--- src/rtl/pattern_match_periph_if.sv ---
// CPU-to-peripheral data bus: byte address, write data/enables, combinational read data,
// and the registered match pulse.
interface pattern_match_periph_if;
   logic [31:0] daddr;
   logic [31:0] dwdata;
   logic [3:0]  dwe;
   logic [31:0] drdata;
   logic        match;

   modport master (output daddr, output dwdata, output dwe, input drdata, input match);
   modport slave  (input daddr, input dwdata, input dwe, output drdata, output match);
endinterface

--- src/rtl/pattern_match_periph.sv ---
// Pattern matching peripheral: a 1-4 byte pattern is matched (overlapping) against text
// words streamed through a FIFO, scanning one byte per cycle.
module pattern_match_periph #(
   parameter int unsigned FIFO_DEPTH = 8,
   parameter logic [31:0] BASE_ADDR  = 32'h0040_0000
) (
   input  logic                    clk,
   input  logic                    reset,
   pattern_match_periph_if.slave   bus
);

   localparam int unsigned PW = $clog2(FIFO_DEPTH);
   localparam int unsigned CW = PW + 1;

   typedef enum logic {ST_IDLE, ST_SCAN} state_e;

   state_e         state_q, state_d;
   logic [31:0]    pattern_q, pattern_d;
   logic           en_q, en_d;
   logic [1:0]     plen_q, plen_d;
   logic [31:0]    mem_q [FIFO_DEPTH];
   logic [31:0]    mem_d [FIFO_DEPTH];
   logic [PW-1:0]  wr_ptr_q, wr_ptr_d;
   logic [PW-1:0]  rd_ptr_q, rd_ptr_d;
   logic [CW-1:0]  fcnt_q, fcnt_d;
   logic           ovf_q, ovf_d;
   logic [31:0]    count_q, count_d;
   logic [31:0]    hist_q, hist_d;
   logic [2:0]     vcnt_q, vcnt_d;
   logic [1:0]     idx_q, idx_d;
   logic [31:0]    w_q, w_d;
   logic           match_q, match_d;

   logic           sel_c, wr_pat_c, wr_ctrl_c, push_req_c, wr_cnt_c, clr_c;
   logic [2:0]     off_c;
   logic           empty_c, full_c, push_c, pop_c, scan_c, match_c, cmp_c;
   logic [7:0]     byte_c;
   logic [31:0]    hist_new_c;
   logic [2:0]     vcnt_new_c, plen_len_c;
   logic           unused_ok;

   assign unused_ok = ^bus.daddr[1:0];

   // Address decode and write strobes
   always_comb begin
      sel_c      = (bus.daddr[31:5] == BASE_ADDR[31:5]);
      off_c      = bus.daddr[4:2];
      wr_pat_c   = sel_c && (off_c == 3'd0) && (bus.dwe != 4'h0);
      wr_ctrl_c  = sel_c && (off_c == 3'd1) && (bus.dwe != 4'h0);
      push_req_c = sel_c && (off_c == 3'd2) && (bus.dwe == 4'hF);
      wr_cnt_c   = sel_c && (off_c == 3'd4) && (bus.dwe != 4'h0);
      clr_c      = wr_ctrl_c && bus.dwdata[1];
      empty_c    = (fcnt_q == '0);
      full_c     = (fcnt_q == CW'(FIFO_DEPTH));
   end

   always_ff @(posedge clk or posedge reset) begin
      if (reset) state_q <= ST_IDLE;
      else       state_q <= state_d;
   end

   always_comb begin
      state_d = state_q;
      unique case (state_q)
         ST_IDLE: if (en_q && !empty_c) state_d = ST_SCAN;
         ST_SCAN: if ((idx_q == 2'd3) && !(en_q && !empty_c)) state_d = ST_IDLE;
         default: state_d = ST_IDLE;
      endcase
      if (clr_c) state_d = ST_IDLE;
   end

   always_comb begin
      pop_c  = 1'b0;
      scan_c = 1'b0;
      unique case (state_q)
         ST_IDLE: pop_c = en_q && !empty_c;
         ST_SCAN: begin
            scan_c = 1'b1;
            pop_c  = (idx_q == 2'd3) && en_q && !empty_c;
         end
         default: ;
      endcase
      if (clr_c) pop_c = 1'b0;
   end

   // Byte scan: the newest history byte lines up with the last pattern character
   always_comb begin
      byte_c     = w_q[{idx_q, 3'b000} +: 8];
      hist_new_c = {hist_q[23:0], byte_c};
      vcnt_new_c = (vcnt_q == 3'd4) ? 3'd4 : vcnt_q + 3'd1;
      plen_len_c = {1'b0, plen_q} + 3'd1;
      unique case (plen_q)
         2'd0: cmp_c = (hist_new_c[7:0]  == pattern_q[7:0]);
         2'd1: cmp_c = (hist_new_c[15:0] == {pattern_q[7:0], pattern_q[15:8]});
         2'd2: cmp_c = (hist_new_c[23:0] == {pattern_q[7:0], pattern_q[15:8], pattern_q[23:16]});
         default: cmp_c = (hist_new_c == {pattern_q[7:0], pattern_q[15:8],
                                          pattern_q[23:16], pattern_q[31:24]});
      endcase
      match_c = scan_c && (vcnt_new_c >= plen_len_c) && cmp_c;
   end

   always_comb begin
      pattern_d = pattern_q;
      en_d      = en_q;
      plen_d    = plen_q;
      mem_d     = mem_q;
      wr_ptr_d  = wr_ptr_q;
      rd_ptr_d  = rd_ptr_q;
      ovf_d     = ovf_q;
      hist_d    = hist_q;
      vcnt_d    = vcnt_q;
      idx_d     = idx_q;
      w_d       = w_q;
      match_d   = match_c;
      count_d   = count_q + 32'(match_c);
      push_c    = push_req_c && !full_c && !clr_c;

      for (int k = 0; k < 4; k++)
         if (wr_pat_c && bus.dwe[k]) pattern_d[8*k +: 8] = bus.dwdata[8*k +: 8];
      if (wr_ctrl_c) begin
         en_d   = bus.dwdata[0];
         plen_d = bus.dwdata[3:2];
      end
      if (push_c) begin
         mem_d[wr_ptr_q] = bus.dwdata;
         wr_ptr_d        = wr_ptr_q + PW'(1);
      end
      if (push_req_c && full_c) ovf_d = 1'b1;
      if (scan_c) begin
         hist_d = hist_new_c;
         vcnt_d = vcnt_new_c;
         idx_d  = idx_q + 2'd1;
      end
      if (pop_c) begin
         w_d      = mem_q[rd_ptr_q];
         rd_ptr_d = rd_ptr_q + PW'(1);
         idx_d    = 2'd0;
      end
      fcnt_d = fcnt_q + CW'(push_c) - CW'(pop_c);
      if (wr_cnt_c) count_d = '0;

      // Clear overrides every other update except the CTRL fields written alongside it
      if (clr_c) begin
         wr_ptr_d = '0;
         rd_ptr_d = '0;
         fcnt_d   = '0;
         ovf_d    = 1'b0;
         count_d  = '0;
         hist_d   = '0;
         vcnt_d   = '0;
         idx_d    = '0;
         match_d  = 1'b0;
      end
   end

   always_ff @(posedge clk or posedge reset) begin
      if (reset) begin
         pattern_q <= '0;
         en_q      <= 1'b0;
         plen_q    <= '0;
         for (int i = 0; i < FIFO_DEPTH; i++) mem_q[i] <= '0;
         wr_ptr_q  <= '0;
         rd_ptr_q  <= '0;
         fcnt_q    <= '0;
         ovf_q     <= 1'b0;
         count_q   <= '0;
         hist_q    <= '0;
         vcnt_q    <= '0;
         idx_q     <= '0;
         w_q       <= '0;
         match_q   <= 1'b0;
      end else begin
         pattern_q <= pattern_d;
         en_q      <= en_d;
         plen_q    <= plen_d;
         mem_q     <= mem_d;
         wr_ptr_q  <= wr_ptr_d;
         rd_ptr_q  <= rd_ptr_d;
         fcnt_q    <= fcnt_d;
         ovf_q     <= ovf_d;
         count_q   <= count_d;
         hist_q    <= hist_d;
         vcnt_q    <= vcnt_d;
         idx_q     <= idx_d;
         w_q       <= w_d;
         match_q   <= match_d;
      end
   end

   // Combinational read port
   always_comb begin
      bus.drdata = '0;
      if (sel_c) begin
         unique case (off_c)
            3'd0: bus.drdata = pattern_q;
            3'd1: bus.drdata = {28'b0, plen_q, 1'b0, en_q};
            3'd3: bus.drdata = {16'b0, 8'(fcnt_q), 4'b0, ovf_q, full_c, empty_c,
                                (state_q != ST_IDLE)};
            3'd4: bus.drdata = count_q;
            default: bus.drdata = '0;
         endcase
      end
   end

   assign bus.match = match_q;

endmodule

--- src/flat_wrapper.sv ---
// flat-port wrapper written by rule: the top's interface ports become plain ports
module pattern_match_periph_flat 
#(
   parameter int unsigned FIFO_DEPTH = 8,
   parameter logic [31:0] BASE_ADDR  = 32'h0040_0000
)
  (clk, reset, bus_daddr, bus_dwdata, bus_dwe, bus_drdata, bus_match);
  pattern_match_periph_if bus_i ();
  input  logic clk;
  input  logic reset;
  input wire logic [$bits(bus_i.daddr)-1:0] bus_daddr;
  input wire logic [$bits(bus_i.dwdata)-1:0] bus_dwdata;
  input wire logic [$bits(bus_i.dwe)-1:0] bus_dwe;
  output wire logic [$bits(bus_i.drdata)-1:0] bus_drdata;
  output wire logic [$bits(bus_i.match)-1:0] bus_match;
  assign bus_i.daddr = bus_daddr;
  assign bus_i.dwdata = bus_dwdata;
  assign bus_i.dwe = bus_dwe;
  assign bus_drdata = bus_i.drdata;
  assign bus_match = bus_i.match;
  pattern_match_periph #(.FIFO_DEPTH(FIFO_DEPTH), .BASE_ADDR(BASE_ADDR)) u_core (.clk(clk), .reset(reset), .bus(bus_i));
endmodule
--- config.mk ---
export PLATFORM = sky130hd
export DESIGN_NAME = pattern_match_periph_flat
export DESIGN_NICKNAME = d
export VERILOG_FILES = /design/src/rtl/pattern_match_periph_if.sv /design/src/rtl/pattern_match_periph.sv /design/src/flat_wrapper.sv
export SDC_FILE = /design/constraint.sdc
export NUM_CORES = 1
export LEC_CHECK = 0
export ABC_AREA = 1
export ABC_CLOCK_PERIOD_IN_PS = 15200
export CAP_MARGIN = 5
export CELL_PAD_IN_SITES_DETAIL_PLACEMENT = 2
export CELL_PAD_IN_SITES_GLOBAL_PLACEMENT = 2
export CORE_ASPECT_RATIO = 1.2
export CORE_MARGIN = 5
export CORE_UTILIZATION = 37
export CTS_CLUSTER_SIZE = 16
export DETAILED_ROUTE_END_ITERATION = 8
export GPL_TIMING_DRIVEN = 0
export PLACE_DENSITY = 0.86
export RECOVER_POWER = 50
export SETUP_SLACK_MARGIN = 0.1
export SLEW_MARGIN = 15
export SYNTH_ARGS = -nofsm -noshare
export SYNTH_HDL_FRONTEND = slang
export SYNTH_SLANG_ARGS = --single-unit
--- constraint.sdc ---
create_clock -name clk -period 15.2 [get_ports clk]
set_clock_uncertainty 0.15 [all_clocks]
set_input_delay 2.28 -clock clk [delete_from_list [all_inputs] [get_ports clk]]
set_output_delay 2.28 -clock clk [all_outputs]
set_load 0.02 [all_outputs]
# After elaboration in Yosys (flattened, before gate mapping)
# Cells that the tools add are included.
[word_totals] ff_bits=397 latchBits=0 ram_bits=0 rom_bits=0 inputBits=70 mem_count=0
[classes] add_sub_neg=8 mul=0 div=0 n_lt_le_gt_ge=4 n_eq_ne=15 shifts=1 muxes=34 bitwise=3 reduce_logical=36
[ops] cell="256-bit bitwise mux" count=1
[ops] cell="32-bit 2-to-1 mux" count=6
[ops] cell="32-bit case mux with 4 select lines" count=1
[ops] cell="32-bit binary-select mux with 3-bit select" count=1
[ops] cell="32-bit demux with 3-bit select" count=1
[ops] cell="24-bit 2-to-1 mux" count=2
[ops] cell="32-bit by 1-bit adder with 32-bit output" count=1
[ops] cell="32-bit equality test" count=1
[ops] cell="32-bit by 6-bit variable part select with 8-bit output" count=1
[ops] cell="27-bit by 18-bit equality test with 1-bit output (second input constant)" count=1
[ops] cell="24-bit equality test" count=1
[ops] cell="1-bit logical AND" count=23
[ops] cell="3-bit 2-to-1 mux" count=7
[ops] cell="16-bit equality test" count=1
[ops] cell="3-bit by 1-bit adder with 3-bit output (second input constant)" count=3
[ops] cell="4-bit equality test (second input constant)" count=2
[ops] cell="8-bit equality test" count=1
[ops] cell="4-bit >= comparator (second input constant)" count=2
[ops] cell="1-bit 2-to-1 mux" count=8
[ops] cell="3-bit NOT with 4-bit output" count=2
[ops] cell="2-bit nonzero test" count=4
[ops] cell="3-bit by 2-bit equality test with 1-bit output (second input constant)" count=2
[ops] cell="3-bit equality test (second input constant)" count=2
[ops] cell="2-bit 2-to-1 mux" count=3
[ops] cell="19 further kinds" count=24

# Depth between registers and ports, before layout
# Gate-level depths: netlist of the first run.
[logic_depth] ltp_word=9 depth_mapped=29

# Least setup slack after synthesis of the first run
# OpenSTA, ideal clock, no wires.
[synth_timing] path_type="input -> output" start="input port bus_daddr[18]" end="output port bus_drdata[10]" arrival_time_ns=3.687 required_ns=12.770 setup_slack_ns=9.083 cell_stages=6 n_path_buf=1 path_cell_list="nor4_1 -> nand4_1 -> nor2_4 -> o21ai_1 -> clkbuf_1 -> a31oi_1"
[synth_via] elab_chain_len=2
[synth_rtl] item="from (decl)" line="flat_wrapper.sv:11" source="input wire logic [$bits(bus_i.daddr)-1:0] bus_daddr;"
[synth_rtl] item="27-bit by 18-bit equality test with 1-bit output" line="pattern_match_periph.sv:46" source="sel_c = (bus.daddr[31:5] == BASE_ADDR[31:5]);"
[synth_rtl] item="32-bit 2-to-1 mux" line="pattern_match_periph.sv:193" source="if (sel_c) begin"
[synth_rtl] item="to (decl)" line="flat_wrapper.sv:14" source="output wire logic [$bits(bus_i.drdata)-1:0] bus_drdata;"
# No other way between the ends.

# Final worst setup path of the first run
[layout_timing] start="input port bus_daddr[10]" end="output port bus_drdata[29]"
# Same word-level chain as after synthesis.

==> summary.md, run 1 <==
| Metric | Value |
|---|---|
| Biggest area contributors in the synthesized netlist | dfrtp_1 49%, nand2_1 16%, o21ai_1 5.5% |
| Fin Setup TNS | 0 ns |
| Portion of the clock cycle consumed by the worst path in the final layout | 54.17% |
| Die area | 59270 sq um |
| Met1 track demand over resource | 32.72% |
| Tightest Hold Check Type | flip-flop to flip-flop |
| Horizontal die dimension | 223.1 um |
| WL per Instance | 24.83 um |
| Top cell types by occurrence after synthesis | 869 x nand2_1, 397 x dfrtp_1, 221 x o21ai_1, 177 x inv_1, 172 x o21ai_0 |
| Post-route DRC violation count | 0 |
| Number of different library cells in the post-synthesis netlist | 40 |
| Count of clock tree sinks | 397 |
| Clk_lat worst skew | 0.60 ns |
| Clock root buffer | clkbuf_16 |
| CP max stage delay | 0.68 ns |
| Net count, final | 2776 |
| Master of the slowest instance on the critical path | clkdlybuf4s50_1 |
| Max-slew headroom at the worst pin | -188.0% |
| Vias | 19050 |
| Initial antenna violation count | 0 |
| Hold_buf cts | 0 |
| Number of cells produced by synthesis | 2535 |
| Count of flip-flops with a built-in enable after synthesis | 0 |
| Post-CTS setup buffers | 0 |
| CTS tree | built |
| Crit end category | primary output |
| Synthesis warning total | 0 |
| Met2 Resource Use GR | 52.66% |
| Synthesized net count | 2626 |
| Fin. Hold Viols | 0 |
| Tot GR Track Use | 28.25% |
| Average cell area after synthesis | 7.952 sq um |
| Finished Core Util | 43.58% |
| Result of the run | complete, but fails checks |
| Number of placed instances, taps included | 3350 |
| Die Y-Extent | 265.7 um |
| Worst endpoint required time | 12.77 ns |
| Number of cells in the finished layout apart from fillers | 3429 |
| Register area share after synthesis | 49.28% |
| Kind of critical path | input pin to primary output |
| Maximum VDD drop | 0.07025 mV |
| Final Setup Violations | 0 |
| Hpwl dp | 62170 um |
| Busiest grt layer | met2 |
| Highest attainable clock frequency | 121.4 MHz |
| Power density of the placed cells | 95.29 nW/um^2 |
| Clock slew seen by the registers of the worst setup and hold paths | 0.06 ns |
| Startpoint types | input pin |
| Boundary pin count | 103 |
| Static leakage | 0.01091 uW |
| Total clock buffers created by CTS | 45 |
| Violation count after the first detailed-routing iteration | 1061 |
| Resize count post-CTS | 0 |
| Total Routed Length | 85140 um |
| Most frequent cell after synthesis | nand2_1 |
| Weighted congestion at the end of routability-driven global placement | 0.9251 |
| Synth Register Bits | 397 |
| Crit-path cells | dlygate4sd3_1, nor4_1, nand4_1, nor2_1, o21ai_1, clkbuf_1, a21oi_1, clkdlybuf4s50_1 |
| First-pass GRT wire length | 131100 um |
| Violated checks | capacitance limit, slew limit |
| Final antenna-violating net count | 0 |
| Fraction of final layout cells sized beyond drive strength 1 | 6.772% |
| GR Layer Usage met3 | 3.140% |
| Async set-reset flop share out of synthesis | 100.0% |
| Area of the mapped netlist | 20160 sq um |
| Starting utilization of the core area | 37.42% |
| Router iterations before antenna repair | 5 |
| Standard-cell rows | 93 |
| Time the final worst path needs with I/O delays and setup | 8.234 ns |
| Number of input and output port buffers inserted | 100 |
| Core area | 53880 sq um |
| Area grow syn2layout | 16.47% |
| Overflow left after global routing | 0 |
| Arrival time at the worst endpoint | 5.80 ns |
| Largest net degree at the start of global routing | 108 |
| Largest area contributor in the netlist | dfrtp_1 |
| Most used flip-flop cell after synthesis | dfrtp_1 |
| Pin slew with the least headroom to its limit | 4.296 ns |
| Diodes inserted | 0 |
| Maximum fanout along the worst path | 10 |
| Sum of internal, switching and leakage power | 2237 uW |
| Max cap viols | 1 |
| RSZ-0062 raised after global routing | no |
| Max H-tree Level | 2 |
| Maximum clock insertion buffer count | 3 |
| Max Transition Viols Final | 79 |
| Vias per inst | 5.556 |
| Number of global-route vias before repair | 21850 |
| Fraction of synthesized cell area taken by the top area cell type | 49.28% |
state kept, by name, summed over array words and instances (netlist names):
signal,count
u_core.w_q,32
u_core.plen_q,2
u_core.pattern_q,32
u_core.hist_q,24
u_core.vcnt_q,3
u_core.wr_ptr_q,3
u_core.mem_q,256
u_core.ovf_q,1
u_core.rd_ptr_q,3
u_core.state_q,1
u_core.en_q,1
u_core.fcnt_q,4
u_core.count_q,32
u_core.idx_q,2
u_core.bus.match,1
through the flow:
| step | hold slack, ns | worst slack, ns | cell area (sq um) |
|---|---|---|---|
| floorplan | 0.2992 | 1.731 | 20160 |
| global placement | 0.3090 | -3.400 | 22050 |
| detailed placement | 0.3148 | 7.537 | 22140 |
| CTS | 0.3306 | 7.388 | 23580 |
| global route | 0.3464 | 6.820 | 23480 |
| finish | 0.3302 | 6.966 | 23480 |
path summary, 6_finish.rpt:
kind                                             start                      endpoint  slack, ns  depth (start not counted)
setup reg to reg           u_core.idx_q[0]$_DFFE_PP0P_  u_core.count_q[28]$_DFF_PP0_      10.22                         28
min in group asynchronous                        reset    u_core.w_q[26]$_DFFE_PP0P_       3.32                          2
hold reg to reg             u_core.w_q[14]$_DFFE_PP0P_    u_core.w_q[14]$_DFFE_PP0P_       0.33                          2
setup / recovery                         bus_daddr[10]                bus_drdata[29]       6.97                          8
hold / removal              u_core.w_q[14]$_DFFE_PP0P_    u_core.w_q[14]$_DFFE_PP0P_       0.33                          2
max in group asynchronous                        reset  u_core.hist_q[8]$_DFFE_PP0P_       9.67                          2
kinds of logic (layout without fill, tap and decap cells):
logic type	after synthesis	after routing	synth area share, %
adders and majority gates	21	21	1.341
xor gates and xnor gates	40	40	1.738
AOI/OAI and AO/OA	581	581	16.24
DFF	397	397	49.28
and+or+nand+nor	1177	1177	23.75
buffers and inverters	319	501	7.647
power breakdown:
group          total [uW]  internal, uW  switching (uW)
clock network        1110           626             481
logic                73.0          20.2            52.8
registers            1060          1060        0.000456
layout by cell type, fill, tap and decap left out, types with 9 or more instances in the layout:
| cell | count |
|---|---|
| xnor2_1 | 13 |
| buf_6 | 37 |
| nor2_1 | 158 |
| buf_4 | 10 |
| clkdlybuf4s50_1 | 97 |
| xor2_1 | 27 |
| clkbuf_1 | 83 |
| nor3_1 | 26 |
| o21ai_2 | 36 |
| buf_2 | 17 |
| ha_1 | 20 |
| nand4_1 | 20 |
| nor4_1 | 11 |
| inv_1 | 176 |
| clkbuf_8 | 9 |
| o21ai_0 | 172 |
| a21oi_1 | 74 |
| o21ai_1 | 221 |
| nand2_1 | 874 |
| nand3_1 | 70 |
| dfrtp_1 | 397 |
| o22ai_1 | 34 |
| clkbuf_16 | 47 |
| a32o_1 | 32 |
area by class of cell:
class | count | area (sq um)
plain buffers | 138 | 854.6
well taps | 712 | 890.9
multi-input cells | 1819 | 8592
clock buffers | 67 | 1341
clock inverters | 12 | 100.1
repair buffers | 103 | 1084
inverters | 181 | 680.7
flip-flops and latches | 397 | 9935
fillers | 6088 | 30400
worst max-delay path, delay by kind of cell:
family,cells,cell delay [ns]
AND/OR/NAND/NOR,3,1.29
AO/OA/AOI/OAI,2,0.64
buffers and inverters,3,1.58
metal layers:
layer | up-vias | share of wire [%] | routed length [um]
li1 | 8567 | - | -
met2 | 420 | 52 | 44560
met4 | 0 | 4.6 | 3891
met3 | 187 | 3.3 | 2846
met5 | - | 0 | 0
met1 | 9879 | 40 | 33840
Power figures use the tool's default switching activity.
==> run 2, diff against run 1 <==
ABC_CLOCK_PERIOD_IN_PS = 8550   (was 15200)
clock period = 8.55 ns   (was 15.2 ns; I/O delays follow)
==> run 2 against run 1 <==
  * The flow still finishes with violations (capacitance limit, slew limit)
  * Utilization rose by 0.17 points
  * Combinational power rose by 77%
  * Worst hold slack improved by 0.0051 ns
  * Sequential share of layout area fell by 0.16 points
  * Sequential cell count did not move
  * Global-route usage rose by 0.35 points
  * Count of clock-buffer cells in the layout fell by 6
  * Cell count rose by 0.15%
  * Setup slack got worse by 4.6 ns
  * First-iteration DRC count rose by 2.2%
  * Largest power group unchanged
  * Highest routed layer unchanged
==> summary.md, run 2 (synthesis gave the netlist of run 1 again) <==
| Metric | Value |
|---|---|
| Maximum fanout along the worst path | 37 |
| Time the final worst path needs with I/O delays and setup | 6.179 ns |
| Clk_lat worst skew | 0.58 ns |
| Crit end category | asynchronous set/reset pin |
| Net switching power figure | 922.1 uW |
| Total clock buffers created by CTS | 45 |
| Vias per inst | 5.540 |
| Max-slew headroom at the worst pin | -35.21% |
| Clock network fraction of design power | 51.0% |
| Kind of critical path | input pin to asynchronous set/reset pin |
| Violation count after the first detailed-routing iteration | 1084 |
| Fraction of final layout cells sized beyond drive strength 1 | 6.613% |
| Number of global-route vias before repair | 21870 |
| Max Transition Viols Final | 205 |
| Final antenna-violating net count | 0 |
| Result of the run | complete, but fails checks |
| CTS tree | built |
| Post-route DRC violation count | 0 |
| Vias | 19030 |
| WL per Instance | 24.90 um |
| Switching share of power | 22.51% |
| Sequential share of power | 45.9% |
| Net count, final | 2786 |
| Power Internal | 3175 uW |
| Arrival time at the worst endpoint | 6.30 ns |
| Fin Setup TNS | 0 ns |
| Largest register by flop count | u_core.mem_q |
| Pin slew with the least headroom to its limit | 2.028 ns |
| First-pass GRT wire length | 132500 um |
| Finished Core Util | 43.75% |
| Area grow syn2layout | 16.92% |
| Startpoint types | input pin |
| Weighted congestion at the end of routability-driven global placement | 0.9451 |
| Die Y-Extent | 265.7 um |
| Largest net degree at the start of global routing | 38 |
| Initial antenna violation count | 0 |
| Power density of the placed cells | 173.8 nW/um^2 |
| Starting utilization of the core area | 37.42% |
| Clock root buffer | clkbuf_16 |
| Worst endpoint required time | 8.67 ns |
| Static leakage | 0.01096 uW |
| Fin area | 23570 sq um |
| Met1 track demand over resource | 33.39% |
| Commonest non-fill, non-tap cell in the layout | nand2_1 |
| Standard-cell rows | 93 |
| Violated checks | capacitance limit, slew limit |
| Hold_buf cts | 0 |
| Worst R2R Setup Slack | 3.50 ns |
| Diodes inserted | 0 |
| Met2 Resource Use GR | 52.93% |
| Resize count post-CTS | 0 |
| Number of input and output port buffers inserted | 100 |
| Combinational Power Share | 3.1% |
| Die area | 59270 sq um |
| Portion of the clock cycle consumed by the worst path in the final layout | 72.27% |
| Maximum VDD drop | 0.1150 mV |
| Busiest grt layer | met2 |
| Router iterations before antenna repair | 5 |
| Clock slew seen by the registers of the worst setup and hold paths | 0.05 ns |
| Most frequent cells in the layout | 873 x nand2_1, 397 x dfrtp_1, 221 x o21ai_1 |
| Count of clock tree sinks | 397 |
| Placed cell areas | 22330 sq um |
| Maximum clock insertion buffer count | 3 |
| Max cap viols | 6 |
| Tot GR Track Use | 28.60% |
| Overflow left after global routing | 0 |
| Total Routed Length | 85500 um |
| Max H-tree Level | 2 |
| Post-CTS setup buffers | 0 |
| Boundary pin count | 103 |
| Horizontal die dimension | 223.1 um |
| Final Hold Slack | 0.3353 ns |
| Hpwl dp | 64070 um |
| Highest attainable clock frequency | 161.8 MHz |
| GR Layer Usage met3 | 3.118% |
| Final Setup Violations | 0 |
| Fin. Hold Viols | 0 |
| RSZ-0062 raised after global routing | no |
| Core area | 53880 sq um |
| Max reg flops | 256 |
| Filler instances | 6052 |
| Tightest Hold Check Type | flip-flop to flip-flop |
run 2: routing by layer:
layer,up-vias,part of all wire (%)
met4,0,5.0
met2,440,52
li1,8595,-
met5,-,0
met3,201,3.1
met1,9790,40
run 2: layout make-up:
type	count	area, sq um	area share, %
Buffer	138	839.6	3.562
Clock buffer	61	1256	5.330
Clock inverter	13	269.0	1.141
Inverter	181	680.7	2.888
Multi-Input combinational cell	1819	8600	36.49
Sequential cell	397	9935	42.15
Tap cell	712	890.9	3.780
Timing Repair Buffer	113	1099	4.661
run 2: per-stage QoR:
step / setup WS, ns / instances / total power (uW)
after floorplan: 1.774 / 2535 / 1967
after global placement: -1.025 / 3347 / 2035
after detailed placement: 2.841 / 3360 / 2054
after CTS: 2.825 / 3434 / 4140
after global routing: 1.347 / 3434 / 4214
final: 2.371 / 3434 / 4097
run 2: worst paths after layout:
kind                                            startpoint                             to  cells after the start
max reg2reg                u_core.pattern_q[6]$_DFFE_PP0P_   u_core.count_q[28]$_DFF_PP0_                     26
min                          u_core.mem_q[205]$_DFFE_PP0P_  u_core.mem_q[205]$_DFFE_PP0P_                      2
max in group clk                             bus_daddr[10]                 bus_drdata[27]                      8
max                                                  reset  u_core.mem_q[174]$_DFFE_PP0P_                      5
min reg2reg                  u_core.mem_q[205]$_DFFE_PP0P_  u_core.mem_q[205]$_DFFE_PP0P_                      2
min in group asynchronous                            reset   u_core.mem_q[21]$_DFFE_PP0P_                      2
run 2: worst max-delay path, stage by stage:
cell	delay (ns)
dlygate4sd3_1	0.54
clkinvlp_2	0.58
clkbuf_1	1.28
clkbuf_1	1.07
clkbuf_1	1.50
run 2: power groups by stage:
stage          sequential (uW)  clock [uW]  combinational (uW)
2_1_floorplan             1910           0                52.5
3_3_place_gp              1920           0                 119
3_5_place_dp              1910           0                 140
4_1_cts                   1880        2120                 142
5_1_grt                   1880        2190                 142
6_report                  1880        2090                 129
